## config.mk

```make
export PLATFORM = sky130hd
export DESIGN_NAME = xup_vector_serializer
export DESIGN_NICKNAME = d
export VERILOG_FILES = /design/src/rtl/xup_vector_serializer.sv
export SDC_FILE = /design/constraint.sdc
export NUM_CORES = 1
export LEC_CHECK = 0
export ABC_AREA = 1
export CAP_MARGIN = 15
export CORE_ASPECT_RATIO = 0.8
export CORE_MARGIN = 3
export CORE_UTILIZATION = 45
export CTS_CLUSTER_DIAMETER = 120
export DETAILED_ROUTE_END_ITERATION = 8
export GPL_TIMING_DRIVEN = 0
export HOLD_SLACK_MARGIN = 0.12
export PLACE_DENSITY_LB_ADDON = 0.15
export SLEW_MARGIN = 10
export SYNTH_ARGS = -nofsm -noshare
export SYNTH_HDL_FRONTEND = slang
export SYNTH_SLANG_ARGS = --single-unit
```

## constraint.sdc

```tcl
create_clock -name clk -period 2.4 [get_ports clk]
set_input_delay 0.48 -clock clk [delete_from_list [all_inputs] [get_ports clk]]
set_output_delay 0.48 -clock clk [all_outputs]
set_load 0.1 [all_outputs]
```

## src/rtl/xup_vector_serializer.sv

```systemverilog
// Parallel-to-serial converter: accepts a SIZE-bit word over valid/ready and
// shifts it out one bit at a time, holding each bit for BIT_CYCLES clocks.
module xup_vector_serializer #(
    parameter int SIZE       = 8,
    parameter int BIT_CYCLES = 4,
    parameter bit MSB_FIRST  = 1'b0
) (
    input  logic            clk,
    input  logic            resetn,
    input  logic [SIZE-1:0] din,
    input  logic            din_valid,
    output logic            din_ready,
    input  logic            abort,
    output logic            sout,
    output logic            sout_valid,
    output logic            sout_last,
    output logic            busy
);

    // Handshake: a word transfers on a rising edge where din_valid && din_ready;
    // din_ready is high only in IDLE, so no word is taken while one is in flight.

    localparam int BIT_W = ($clog2(SIZE) < 1) ? 1 : $clog2(SIZE);
    localparam int CYC_W = ($clog2(BIT_CYCLES) < 1) ? 1 : $clog2(BIT_CYCLES);

    localparam logic [BIT_W-1:0] BIT_LAST = BIT_W'(SIZE - 1);
    localparam logic [CYC_W-1:0] CYC_LAST = CYC_W'(BIT_CYCLES - 1);

    typedef enum logic {
        ST_IDLE  = 1'b0,
        ST_SHIFT = 1'b1
    } state_t;

    state_t            state_q, state_d;
    logic [SIZE-1:0]   shreg_q, shreg_d;
    logic [BIT_W-1:0]  bit_cnt_q, bit_cnt_d;
    logic [CYC_W-1:0]  cyc_cnt_q, cyc_cnt_d;
    logic              sout_q, sout_d;
    logic              sout_valid_q, sout_valid_d;
    logic              sout_last_q, sout_last_d;

    always_comb begin
        state_d   = state_q;
        shreg_d   = shreg_q;
        bit_cnt_d = bit_cnt_q;
        cyc_cnt_d = cyc_cnt_q;

        case (state_q)
            ST_IDLE: begin
                // abort is meaningless here; a word offered now is still taken
                if (din_valid) begin
                    state_d   = ST_SHIFT;
                    shreg_d   = din;
                    bit_cnt_d = '0;
                    cyc_cnt_d = '0;
                end
            end
            ST_SHIFT: begin
                if (abort) begin
                    state_d   = ST_IDLE;
                    shreg_d   = '0;
                    bit_cnt_d = '0;
                    cyc_cnt_d = '0;
                end else if (cyc_cnt_q == CYC_LAST) begin
                    cyc_cnt_d = '0;
                    if (bit_cnt_q == BIT_LAST) begin
                        state_d   = ST_IDLE;
                        shreg_d   = '0;
                        bit_cnt_d = '0;
                    end else begin
                        bit_cnt_d = bit_cnt_q + 1'b1;
                        if (MSB_FIRST) begin
                            shreg_d = {shreg_q[SIZE-2:0], 1'b0};
                        end else begin
                            shreg_d = {1'b0, shreg_q[SIZE-1:1]};
                        end
                    end
                end else begin
                    cyc_cnt_d = cyc_cnt_q + 1'b1;
                end
            end
            default: begin
                state_d = ST_IDLE;
            end
        endcase
    end

    // Serial outputs are registered from the next-state view so the first bit
    // is on sout in the cycle right after acceptance.
    always_comb begin
        sout_d       = 1'b0;
        sout_valid_d = 1'b0;
        sout_last_d  = 1'b0;
        if (state_d == ST_SHIFT) begin
            sout_d       = MSB_FIRST ? shreg_d[SIZE-1] : shreg_d[0];
            sout_valid_d = 1'b1;
            sout_last_d  = (bit_cnt_d == BIT_LAST);
        end
    end

    always_ff @(posedge clk or negedge resetn) begin
        if (!resetn) begin
            state_q      <= ST_IDLE;
            shreg_q      <= '0;
            bit_cnt_q    <= '0;
            cyc_cnt_q    <= '0;
            sout_q       <= 1'b0;
            sout_valid_q <= 1'b0;
            sout_last_q  <= 1'b0;
        end else begin
            state_q      <= state_d;
            shreg_q      <= shreg_d;
            bit_cnt_q    <= bit_cnt_d;
            cyc_cnt_q    <= cyc_cnt_d;
            sout_q       <= sout_d;
            sout_valid_q <= sout_valid_d;
            sout_last_q  <= sout_last_d;
        end
    end

    assign din_ready  = (state_q == ST_IDLE);
    assign busy       = (state_q == ST_SHIFT);
    assign sout       = sout_q;
    assign sout_valid = sout_valid_q;
    assign sout_last  = sout_last_q;

endmodule
```

==> results.md <==
- Height of the die: 44.2 µm
- Crit-path slowest cell: clkdlybuf4s50_1
- Detailed Place HPWL: 1220 µm
- Share of the yosys chip area belonging to registers: 0.489
- Cell count of the worst reg-to-reg path: 9
- Number of sinks on the clock net: 16
- Type of destination of the critical path: output port
- Area fraction of the dominant cell type after synthesis: 0.489
- Total buffers and inverters traversed by the critical path: 1
- Compound-Gate Fraction of Synth Area: 0.0366
- Buffers from clock root to sink, at most: 2
- Post-DR vias/cell: 5.04
- Area of the mapped netlist: 820 µm²
- Classification of the worst setup path: reg -> out
- Pwr dens: 664 nW/µm²
- Worst skew pair latency: 0.29 ns
- Number of flip-flops and latches in the synthesized netlist: 16
- Number of global-route vias before repair: 687
- Slew @ Worst Pin: 0.972 ns
- Reported max-cap violation count: 0
- Count of H-tree levels built during CTS: 1
- Slew Limit Headroom: 0.350
- Delay of the slowest cell on the worst path: 1.13 ns
- Hold crit path type: reg -> reg
- Leading cell types by total area after synthesis: dfrtp_1 (49%), nand3_1 (14%), nand2_1 (12%)
- Peak supply drop: 0.550 mV
- Reg clk slew, reported paths: 0.09 ns
- Post-synthesis instance total: 98
- Number of synthesis warnings: 0
- Detail-routed net length per standard cell: 12.1 µm
- Number of buffers added on ports: 16
- Hold depth: 2
- Remaining antenna violation count after routing: 0
- Share of the synthesized netlist area taken by xor and xnor gates: 0
- Post-Synth Simple-Gate Area: 0.344
- Number of antenna cells inserted: 0
- Cell row count: 13
- Run status: complete, no violations
- Overall overflow remaining after global route: 0
- Commonest non-fill, non-tap cell in the layout: nand2_1
- DRC viols: 0
- Starting utilization of the core area: 0.489
- I/O pin total: 17
- Crit path depth: 1
- Antenna violations before repair: 0
- Leading cell types in the layout, fill and taps excluded: nand2_1 (27), nand3_1 (23), dfrtp_1 (16)
- Post-CTS Repair Setup Buffers: 0
- Unrepaired setup endpoints after global routing: no
- Fraction of final layout cells with drive strength greater than 1: 0.153
- R2R Setup Slk: 1.01 ns
- Setup clock skew after layout: 0.00231 ns
- Element type at the critical path start: register
- Worst EP required: 1.92 ns
- Cell-by-cell trace of the critical path: clkdlybuf4s50_1
- Maximum operating frequency: 447 MHz
- Number of distinct library cells after synthesis: 19
- Die width: 53.7 µm
- RD Place Congestion: 0.785
- Syn nets: 113
- Top delay family on crit path: buffers and inverters
- Hold Fails Final Rpt: 0
- Main combinational cell family by area after synthesis: simple AND/OR/NAND/NOR gates
- Wire length of the first global-routing pass: 3000 µm
- Drt first pass iters: 4
- Final critical path time including I/O delays and setup: 2.23 ns
- Initial drt markers: 18
- Sum of routed wire length over all layers: 1690 µm
- WP data arrival: 1.75 ns
- Largest net degree at the start of global routing: 17
- Largest area contributor in the netlist: dfrtp_1
- Post-synthesis average cell area: 8.36 µm²
- Core Region: 1680 µm²
- CTS buffer count: 3
- Global-route usage over all layers: 0.174
- Power, Total: 0.692 mW
- Number of endpoints failing setup at the final stage: 0
- Static Leak: 0.542 nW
- Multiplexer share of the synthesized area: 0
- TritonCTS clock tree: done
- Setup TNS: 0 ns
- Area grow syn2layout: 27.2%
- Max-slew violation total from the final report: 0
- Net count of the finished layout: 134
- Share of synthesized cell area in full adder, half adder and majority cells: 0.0458
- Routed via count: 706
- Overall die area: 2370 µm²
- Root buffer selected by CTS: clkbuf_4
- Period Utilization, post-route: 0.931
- Worst Hold Margin: 0.487 ns
- Critical path peak fanout: 1
==> power by group <==
group / internal (mW) / total (mW) / switching [mW]
Combinational: 0.0602 / 0.194 / 0.134
Sequential: 0.299 / 0.318 / 0.0194
Clock: 0.0924 / 0.180 / 0.0879
==> repair_timing <==
action / in CTS / in global routing
hold buffers: 0 / 0
resized for setup: 5 / 0
setup endpoints to repair: 3 / 0
==> path summary, 6_finish.rpt <==
check	startpoint	end
max in group asynchronous	resetn	shreg_q[0]
min in group asynchronous	resetn	cyc_cnt_q[0]
hold reg to reg	shreg_q[7]	shreg_q[7]
hold / removal	shreg_q[7]	shreg_q[7]
setup reg to reg	bit_cnt_q[0]	sout
setup / recovery	sout	sout
==> synth_stat cells <==
library cell and number:
nand3_2 2, a22o_1 1, o21ai_0 2, buf_2 2, nand2_1 27, and2_1 1
buf_4 1, nand2_2 2, nor2_2 1, inv_2 2, ha_1 3, nand3_1 23
dfrtp_1 16, o21bai_2 1, nand4_1 1, buf_6 1, inv_1 9, or2_2 1
nor2_1 2
==> per-stage QoR <==
step	util	std cells	area [µm²]	worst slack (ns)
6_report	0.622	140	1040	0.165
5_1_grt	0.622	140	1040	0.105
4_1_cts	0.622	140	1040	0.149
3_5_place_dp	0.601	136	1010	0.0337
3_3_place_gp	0.601	136	1010	0.0367
2_1_floorplan	-	98	820	0.469
==> state kept, by name (all words and copies together) (netlist names) <==
register and flops:
bit_cnt_q 3, sout_valid 1, cyc_cnt_q 2, shreg_q 8
sout_last 1, sout 1
==> layout make-up <==
| cell class | instances | area [µm²] |
|---|---|---|
| plain buffers | 4 | 28.8 |
| clock buffers | 4 | 36.3 |
| fillers | 152 | 633 |
| inverters | 11 | 41.3 |
| multi-input cells | 67 | 349 |
| flip-flops and latches | 16 | 400 |
| well taps | 22 | 27.5 |
| repair buffers | 16 | 159 |
==> metal layers <==
layer	global-route usage	up-vias	wire length [µm]
met5	0	-	0
met4	0.0306	0	12
met3	0.0707	2	93
met2	0.249	16	713
met1	0.248	331	871
li1	-	357	-
==> kinds of logic (layout without fill, tap and decap cells) <==
family          count (synthesis)  after routing
fa+ha+maj                       3              3
simple gates                   60             60
compound gates                  4              4
flops                          16             16
buf+inv                        15             35
(Power assumes the default switching activity.)
